### config.mk
export PLATFORM = sky130hd
export DESIGN_NAME = bloom_filter_initiator
export DESIGN_NICKNAME = d
export VERILOG_FILES = /design/src/rtl/bloom_pkg.sv /design/src/rtl/sat_counter.sv /design/src/rtl/bloom_filter_initiator.sv
export SDC_FILE = /design/constraint.sdc
export NUM_CORES = 1
export LEC_CHECK = 0
export ABC_AREA = 1
export BUFFER_PORTS_ARGS = -buffer_cell sky130_fd_sc_hd__buf_4
export CELL_PAD_IN_SITES_DETAIL_PLACEMENT = 0
export CELL_PAD_IN_SITES_GLOBAL_PLACEMENT = 1
export CORE_UTILIZATION = 43
export DETAILED_ROUTE_END_ITERATION = 10
export PLACE_DENSITY = 0.94
export SLEW_MARGIN = 20
export SYNTH_ARGS = -nofsm -noshare
export SYNTH_HDL_FRONTEND = slang
export SYNTH_SLANG_ARGS = --single-unit
export TNS_END_PERCENT = 10
### constraint.sdc
create_clock -name clk -period 3.2 [get_ports clk]
set_input_delay 0.16 -clock clk [delete_from_list [all_inputs] [get_ports clk]]
set_output_delay 0.16 -clock clk [all_outputs]
set_load 0.05 [all_outputs]
### src/rtl/bloom_pkg.sv
// Shared types and constants for the bloom_filter requester front end.
//   op_e      : command opcode carried on cmd_op
//   state_e   : bloom_filter_initiator control FSM states
//   cnt_width : bit width needed to hold a small down-counter start value
package bloom_pkg;

    localparam int unsigned DEFAULT_DATA_W = 32;
    localparam int unsigned DEFAULT_TAG_W  = 4;

    typedef enum logic {
        OP_QUERY  = 1'b0,
        OP_INSERT = 1'b1
    } op_e;

    typedef enum logic [2:0] {
        StIdle = 3'd0,
        StIns  = 3'd1,
        StQry  = 3'd2,
        StWait = 3'd3,
        StRsp  = 3'd4
    } state_e;

    // Width of a counter that must hold values 0..max_val (never narrower than 1 bit).
    function automatic int unsigned cnt_width(input int unsigned max_val);
        int unsigned w;
        w = $clog2(max_val + 1);
        return (w == 0) ? 1 : w;
    endfunction

endpackage

### src/rtl/sat_counter.sv
// Saturating up-counter with synchronous clear.
//   clk, rstn : clock, asynchronous active-low reset
//   clr       : synchronous clear, has priority over inc
//   inc       : increment request (ignored once the count is all-ones)
//   count     : current count
module sat_counter #(
    parameter int unsigned CNT_W = 16
) (
    input  logic             clk,
    input  logic             rstn,
    input  logic             clr,
    input  logic             inc,
    output logic [CNT_W-1:0] count
);

    logic [CNT_W-1:0] cnt_q;

    always_ff @(posedge clk or negedge rstn) begin
        if (!rstn) begin
            cnt_q <= '0;
        end else if (clr) begin
            cnt_q <= '0;
        end else if (inc && (cnt_q != '1)) begin
            cnt_q <= cnt_q + CNT_W'(1);
        end
    end

    assign count = cnt_q;

endmodule

### src/rtl/bloom_filter_initiator.sv
// Requester-side front end for the bloom_filter bit-array block.
// Accepts tagged insert/query commands, drives the filter insert/query pins, samples
// query_result after the filter's fixed latency and returns tagged hit/miss responses.
// Only one operation is outstanding at a time.
//   clk, rstn                     : clock, asynchronous active-low reset
//   cmd_valid/ready/op/data/tag   : command stream (op 0=query, 1=insert)
//   bf_insert_valid/data          : to filter insert port (registered, 1-cycle pulse)
//   bf_query_valid/data           : to filter query port (registered, 1-cycle pulse)
//   bf_query_result               : from filter, valid QUERY_LAT cycles after query_valid
//   rsp_valid/ready/hit/tag/data  : response stream (queries only, registered)
//   stats_clr                     : synchronous clear of the statistics counters
//   ins_cnt, qry_cnt, hit_cnt     : saturating statistics counters
module bloom_filter_initiator
    import bloom_pkg::*;
#(
    parameter int unsigned DATA_W    = DEFAULT_DATA_W,
    parameter int unsigned TAG_W     = DEFAULT_TAG_W,
    parameter int unsigned QUERY_LAT = 1,
    parameter int unsigned INS_GAP   = 1,
    parameter int unsigned CNT_W     = 16
) (
    input  logic              clk,
    input  logic              rstn,
    input  logic              cmd_valid,
    output logic              cmd_ready,
    input  logic              cmd_op,
    input  logic [DATA_W-1:0] cmd_data,
    input  logic [TAG_W-1:0]  cmd_tag,
    output logic              bf_insert_valid,
    output logic [DATA_W-1:0] bf_insert_data,
    output logic              bf_query_valid,
    output logic [DATA_W-1:0] bf_query_data,
    input  logic              bf_query_result,
    output logic              rsp_valid,
    input  logic              rsp_ready,
    output logic              rsp_hit,
    output logic [TAG_W-1:0]  rsp_tag,
    output logic [DATA_W-1:0] rsp_data,
    input  logic              stats_clr,
    output logic [CNT_W-1:0]  ins_cnt,
    output logic [CNT_W-1:0]  qry_cnt,
    output logic [CNT_W-1:0]  hit_cnt
);

    localparam int unsigned LatW = cnt_width(QUERY_LAT);
    localparam int unsigned GapW = cnt_width(INS_GAP);

    state_e            state_q, state_d;
    logic [GapW-1:0]   gap_q, gap_d;
    logic [LatW-1:0]   lat_q, lat_d;
    logic [DATA_W-1:0] key_q, key_d;
    logic [TAG_W-1:0]  tag_q, tag_d;

    logic              bf_insert_valid_q, bf_insert_valid_d;
    logic [DATA_W-1:0] bf_insert_data_q, bf_insert_data_d;
    logic              bf_query_valid_q, bf_query_valid_d;
    logic [DATA_W-1:0] bf_query_data_q, bf_query_data_d;
    logic              rsp_valid_q, rsp_valid_d;
    logic              rsp_hit_q, rsp_hit_d;
    logic [TAG_W-1:0]  rsp_tag_q, rsp_tag_d;
    logic [DATA_W-1:0] rsp_data_q, rsp_data_d;

    logic idle_ready;
    logic last_wait;
    logic ins_inc, qry_inc, hit_inc;

    assign idle_ready = (state_q == StIdle) && (gap_q == '0);
    // Final WAIT cycle: the filter result is valid exactly now.
    assign last_wait  = (state_q == StWait) && (lat_q == LatW'(1));

    always_comb begin
        state_d    = state_q;
        gap_d      = gap_q;
        lat_d      = lat_q;
        key_d      = key_q;
        tag_d      = tag_q;
        rsp_hit_d  = rsp_hit_q;
        rsp_tag_d  = rsp_tag_q;
        rsp_data_d = rsp_data_q;

        case (state_q)
            StIdle: begin
                if (gap_q != '0) begin
                    gap_d = gap_q - GapW'(1);
                end
                if (cmd_valid && idle_ready) begin
                    key_d   = cmd_data;
                    tag_d   = cmd_tag;
                    state_d = (op_e'(cmd_op) == OP_INSERT) ? StIns : StQry;
                end
            end
            StIns: begin
                // Hold off the next command so the bit-array write is visible to it.
                gap_d   = GapW'(INS_GAP);
                state_d = StIdle;
            end
            StQry: begin
                lat_d   = LatW'(QUERY_LAT);
                state_d = StWait;
            end
            StWait: begin
                lat_d = lat_q - LatW'(1);
                if (last_wait) begin
                    rsp_hit_d  = bf_query_result;
                    rsp_tag_d  = tag_q;
                    rsp_data_d = key_q;
                    state_d    = StRsp;
                end
            end
            StRsp: begin
                if (rsp_ready) begin
                    state_d = StIdle;
                end
            end
            default: begin
                state_d = StIdle;
            end
        endcase

        // Outputs are registered, so they are derived from the next state.
        bf_insert_valid_d = (state_d == StIns);
        bf_query_valid_d  = (state_d == StQry);
        rsp_valid_d       = (state_d == StRsp);
        bf_insert_data_d  = (state_d == StIns) ? key_d : bf_insert_data_q;
        bf_query_data_d   = (state_d == StQry) ? key_d : bf_query_data_q;
    end

    always_ff @(posedge clk or negedge rstn) begin
        if (!rstn) begin
            state_q           <= StIdle;
            gap_q             <= '0;
            lat_q             <= '0;
            key_q             <= '0;
            tag_q             <= '0;
            bf_insert_valid_q <= 1'b0;
            bf_insert_data_q  <= '0;
            bf_query_valid_q  <= 1'b0;
            bf_query_data_q   <= '0;
            rsp_valid_q       <= 1'b0;
            rsp_hit_q         <= 1'b0;
            rsp_tag_q         <= '0;
            rsp_data_q        <= '0;
        end else begin
            state_q           <= state_d;
            gap_q             <= gap_d;
            lat_q             <= lat_d;
            key_q             <= key_d;
            tag_q             <= tag_d;
            bf_insert_valid_q <= bf_insert_valid_d;
            bf_insert_data_q  <= bf_insert_data_d;
            bf_query_valid_q  <= bf_query_valid_d;
            bf_query_data_q   <= bf_query_data_d;
            rsp_valid_q       <= rsp_valid_d;
            rsp_hit_q         <= rsp_hit_d;
            rsp_tag_q         <= rsp_tag_d;
            rsp_data_q        <= rsp_data_d;
        end
    end

    assign cmd_ready       = idle_ready;
    assign bf_insert_valid = bf_insert_valid_q;
    assign bf_insert_data  = bf_insert_data_q;
    assign bf_query_valid  = bf_query_valid_q;
    assign bf_query_data   = bf_query_data_q;
    assign rsp_valid       = rsp_valid_q;
    assign rsp_hit         = rsp_hit_q;
    assign rsp_tag         = rsp_tag_q;
    assign rsp_data        = rsp_data_q;

    assign ins_inc = (state_q == StIns);
    assign qry_inc = (state_q == StQry);
    assign hit_inc = last_wait && bf_query_result;

    sat_counter #(
        .CNT_W (CNT_W)
    ) u_ins_cnt (
        .clk   (clk),
        .rstn  (rstn),
        .clr   (stats_clr),
        .inc   (ins_inc),
        .count (ins_cnt)
    );

    sat_counter #(
        .CNT_W (CNT_W)
    ) u_qry_cnt (
        .clk   (clk),
        .rstn  (rstn),
        .clr   (stats_clr),
        .inc   (qry_inc),
        .count (qry_cnt)
    );

    sat_counter #(
        .CNT_W (CNT_W)
    ) u_hit_cnt (
        .clk   (clk),
        .rstn  (rstn),
        .clr   (stats_clr),
        .inc   (hit_inc),
        .count (hit_cnt)
    );

endmodule

==> flow_results.xml <==
<?xml version="1.0" encoding="UTF-8"?>
<metrics>
  <group name="die">
    <metric name="floorplan.die.width" unit="µm">145</metric>
    <metric name="dieHeight" unit="µm">145</metric>
    <metric name="floorplan.initialDensity" unit="%">44.5</metric>
    <metric name="placement_rows" unit="">51</metric>
    <metric name="design.core.area" unit="µm²">19800</metric>
    <metric name="area_of_the_die" unit="µm²">21000</metric>
    <metric name="floorplan.io_pins" unit="">196</metric>
  </group>
  <group name="final_layout">
    <metric name="mostFrequentLayoutCell" unit="">nand2_1</metric>
    <metric name="areaGrowthSynthToFinish" unit="%">26.2</metric>
    <metric name="layout-drive-gt1-share" unit="%">24.4</metric>
    <metric name="antennaDiodeCount" unit="">0</metric>
    <metric name="most_used_cells_in_the_layout_excluding_fill_and_tap_cells" unit="">nand2_1, buf_4, dfrtp_1, o21ai_0, nor2_1</metric>
    <metric name="design.final.nets" unit="">1256</metric>
  </group>
  <group name="global_routing">
    <metric name="gr-total-overflow" unit="">0</metric>
    <metric name="grt_pass1_vias" unit="">7371</metric>
    <metric name="antenna_violations_before_repair" unit="">0</metric>
    <metric name="grt_max_degree" unit="">137</metric>
    <metric name="grt_first_pass_wirelength" unit="µm">37900</metric>
    <metric name="groute.usage.overall" unit="%">22.3</metric>
  </group>
  <group name="sta">
    <metric name="clock_skew" unit="ps">8.68</metric>
    <metric name="max_freq" unit="MHz">484</metric>
    <metric name="timing.final.crit_period" unit="ps">2070</metric>
    <metric name="hold_violations" unit="">0</metric>
    <metric name="measured_slew_at_the_worst_slew_check_pin" unit="ps">1020</metric>
    <metric name="unrepaired_setup_endpoints_after_global_routing" unit="">false</metric>
    <metric name="timing.final.max_slew_violations" unit="">0</metric>
    <metric name="setup_viol" unit="">0</metric>
    <metric name="timing.setup.tns" unit="ps">0</metric>
    <metric name="worst_slew_margin_rel" unit="%">31.6</metric>
    <metric name="portion_of_the_clock_cycle_consumed_by_the_worst_path_in_the_final_layout" unit="%">64.6</metric>
  </group>
  <group name="logic_synthesis">
    <metric name="ys_seq_elements" unit="">193</metric>
    <metric name="synth.yosys.seq_area_share" unit="%">54.9</metric>
    <metric name="post_synthesis_cell_area" unit="µm²">8800</metric>
    <metric name="yosysWarnings" unit="">0</metric>
    <metric name="syn_area_per_cell" unit="µm²">8.55</metric>
    <metric name="yosys.cell_types.count" unit="">30</metric>
    <metric name="synthCells" unit="">1029</metric>
    <metric name="syn_nets" unit="">1075</metric>
  </group>
  <group name="worst_setup_path">
    <metric name="worstSetupEndpoint" unit="">u_hit_cnt.count[13]</metric>
    <metric name="worstPathBufferInverterCount" unit="">2</metric>
    <metric name="cpLargestDelayFamily" unit="">simple AND/OR/NAND/NOR gates</metric>
    <metric name="worstPathMaxFanout" unit="">29</metric>
    <metric name="r2r_cells" unit="">9</metric>
    <metric name="cp_data_required_time" unit="ps">3510</metric>
    <metric name="crit_path_end_kind" unit="">register</metric>
    <metric name="setup.worst_path.class" unit="">register to register</metric>
    <metric name="launch_instance_of_the_worst_register_to_register_path" unit="">state_q[1]</metric>
    <metric name="reg2reg_slack" unit="ps">1130</metric>
    <metric name="critPathLaunch" unit="">state_q[1]</metric>
    <metric name="r2r_end" unit="">u_hit_cnt.count[13]</metric>
    <metric name="max_stage_delay" unit="ps">460</metric>
    <metric name="timing.critical_path.from_type" unit="">register</metric>
    <metric name="timing.critical_path.depth" unit="">9</metric>
    <metric name="crit_arrival" unit="ps">2380</metric>
    <metric name="critical_path.slowest_cell" unit="">nand3_2</metric>
    <metric name="timing.critical_path.cells" unit="">inv_2, nor2_2, nand3_2, inv_2, nand2_2, nor2_8, nor2_8, nand2_1, nand2_1</metric>
  </group>
  <group name="clock_network">
    <metric name="ctsHtreeMaxLevel" unit="">4</metric>
    <metric name="cts_tree" unit="">done</metric>
    <metric name="clk_latency" unit="ps">430</metric>
    <metric name="count_of_hold_fix_buffers_inserted_at_cts" unit="">6</metric>
    <metric name="cts_inserted_buffers" unit="">17</metric>
    <metric name="postCtsResizedCells" unit="">0</metric>
    <metric name="post-cts-setup-buffer-count" unit="">0</metric>
    <metric name="cts_max_path_buffers" unit="">2</metric>
    <metric name="ctsRootBufferMaster" unit="">clkbuf_16</metric>
    <metric name="clock-sinks" unit="">193</metric>
    <metric name="path_clk_slew" unit="ps">70</metric>
  </group>
  <group name="detailed_routing">
    <metric name="route.antenna.remaining_nets" unit="">0</metric>
    <metric name="drt-total-wl" unit="µm">22400</metric>
    <metric name="drt_drc_violations_left" unit="">0</metric>
    <metric name="drt_pass1_iterations" unit="">5</metric>
    <metric name="routed_via_count_divided_by_cell_count" unit="">5.01</metric>
    <metric name="drt-wirelength-per-cell" unit="µm">15.1</metric>
    <metric name="first_iter_violations" unit="">399</metric>
    <metric name="via_count" unit="">7452</metric>
  </group>
  <group name="power">
    <metric name="p_total" unit="mW">11.3</metric>
    <metric name="leakagePower" unit="nW">5.54</metric>
    <metric name="cellPowerDensity" unit="nW/µm²">1020</metric>
    <metric name="vdd.ir_drop.worst" unit="mV">0.720</metric>
  </group>
  <group name="placement">
    <metric name="place_congestion" unit="">0.819</metric>
    <metric name="final_hpwl_from_detailed_placement" unit="µm">15100</metric>
    <metric name="number_of_buffers_inserted_by_port_buffering" unit="">195</metric>
  </group>
  <group name="min_path">
    <metric name="worstHoldPathType" unit="">primary input to register</metric>
  </group>
  <group name="job">
    <metric name="cap_viol_max_count" unit="">0</metric>
  </group>
  <group name="status">
    <metric name="status" unit="">completed</metric>
  </group>
</metrics>
==> worst register-to-register path, delay by kind of cell, from the launching register on <==
family                 cells  cell delay (ps)
flip-flops                 1              430
buffers and inverters      2              310
AND/OR/NAND/NOR            7             1230
==> stage by stage <==
stage                     instance area, µm²  setup slack [ps]  utilization, %  cells  hold slack [ps]
after floorplan                         8800              1070               -   1029             -136
after global placement                 10500              1220            52.9   1450              253
after detailed placement               10500              1160            52.9   1450              269
after CTS                              11100              1120            56.1   1488             12.4
after global routing                   11100               880            56.1   1488             26.1
final                                  11100              1130            56.1   1488             22.2
==> state kept, by name, summed over array words and instances (netlist names) <==
signal and cells:
bf_insert_data 32, bf_insert_valid 1, bf_query_data 32, bf_query_valid 1, gap_q 1, key_q 32
lat_q 1, rsp_data 32, rsp_hit 1, rsp_tag 4, rsp_valid 1, state_q 3
tag_q 4, u_hit_cnt.count 16, u_ins_cnt.count 16, u_qry_cnt.count 16
==> power by group <==
group          leakage [nW]  internal [mW]  switching, mW
Sequential             2.41           3.33          0.525
Combinational          2.83           1.46           3.92
Clock                 0.291           1.13          0.995
Total                  5.54           5.91           5.44
==> cell type report <==
cell class	count	area, µm²
fillers	1820	8680
multi-input cells	721	3490
inverters	69	259
well taps	265	332
clock buffers	18	439
repair buffers	208	1610
flip-flops and latches	193	4830
clock inverters	14	148
==> worst min-delay path by stage <==
stage	cells after the start	from	end
after floorplan	0	rstn	bf_insert_data[0]
after global placement	1	rstn	u_qry_cnt.count[4]
after detailed placement	1	rstn	u_qry_cnt.count[10]
after CTS	3	cmd_data[19]	key_q[19]
after global routing	3	cmd_data[19]	key_q[19]
final	3	cmd_data[19]	key_q[19]
==> routing by layer <==
layer	up-vias	global-route usage [%]	wire [µm]
met1	3548	30.6	10100
met5	-	0	0
met4	0	6.79	398
li1	3669	-	-
met3	26	5.13	1250
met2	209	35.0	10600
==> cell usage after synthesis <==
library cell / n / area, µm²
buf_6: 3 / 33.8
nand4_1: 44 / 275
ha_1: 3 / 37.5
xnor2_1: 4 / 35.0
nor2_4: 6 / 67.6
mux2_1: 1 / 11.3
nor2_1: 84 / 315
dfrtp_1: 193 / 4830
mux2_2: 2 / 22.5
o41ai_1: 2 / 17.5
buf_2: 15 / 75.1
inv_1: 66 / 248
nand3b_1: 4 / 30.0
or2_2: 5 / 31.3
buf_4: 5 / 37.5
o21ai_1: 1 / 5.00
clkbuf_1: 19 / 71.3
nor4_1: 1 / 6.26
buf_1: 4 / 15.0
xor2_1: 9 / 78.8
nand3_1: 24 / 120
nor2_2: 8 / 50.1
inv_2: 3 / 11.3
a21oi_1: 1 / 5.00
o21bai_1: 11 / 82.6
o21ai_0: 108 / 541
a21oi_2: 32 / 280
nand2_1: 363 / 1360
nor2_8: 4 / 80.1
nand2_2: 4 / 25.0
==> cell families (layout without fill, tap and decap cells) <==
family | after synthesis | count (layout) | share of synthesized area, %
buffers and inverters | 115 | 309 | 5.59
AND/OR/NAND/NOR | 547 | 547 | 26.9
AO/OA/AOI/OAI | 155 | 155 | 10.6
flip-flops | 193 | 193 | 54.9
adder cells (fa/ha/maj) | 3 | 3 | 0.427
XOR/XNOR | 13 | 13 | 1.29
multiplexers | 3 | 3 | 0.384
No activity file was read; power rests on OpenSTA's default activity.
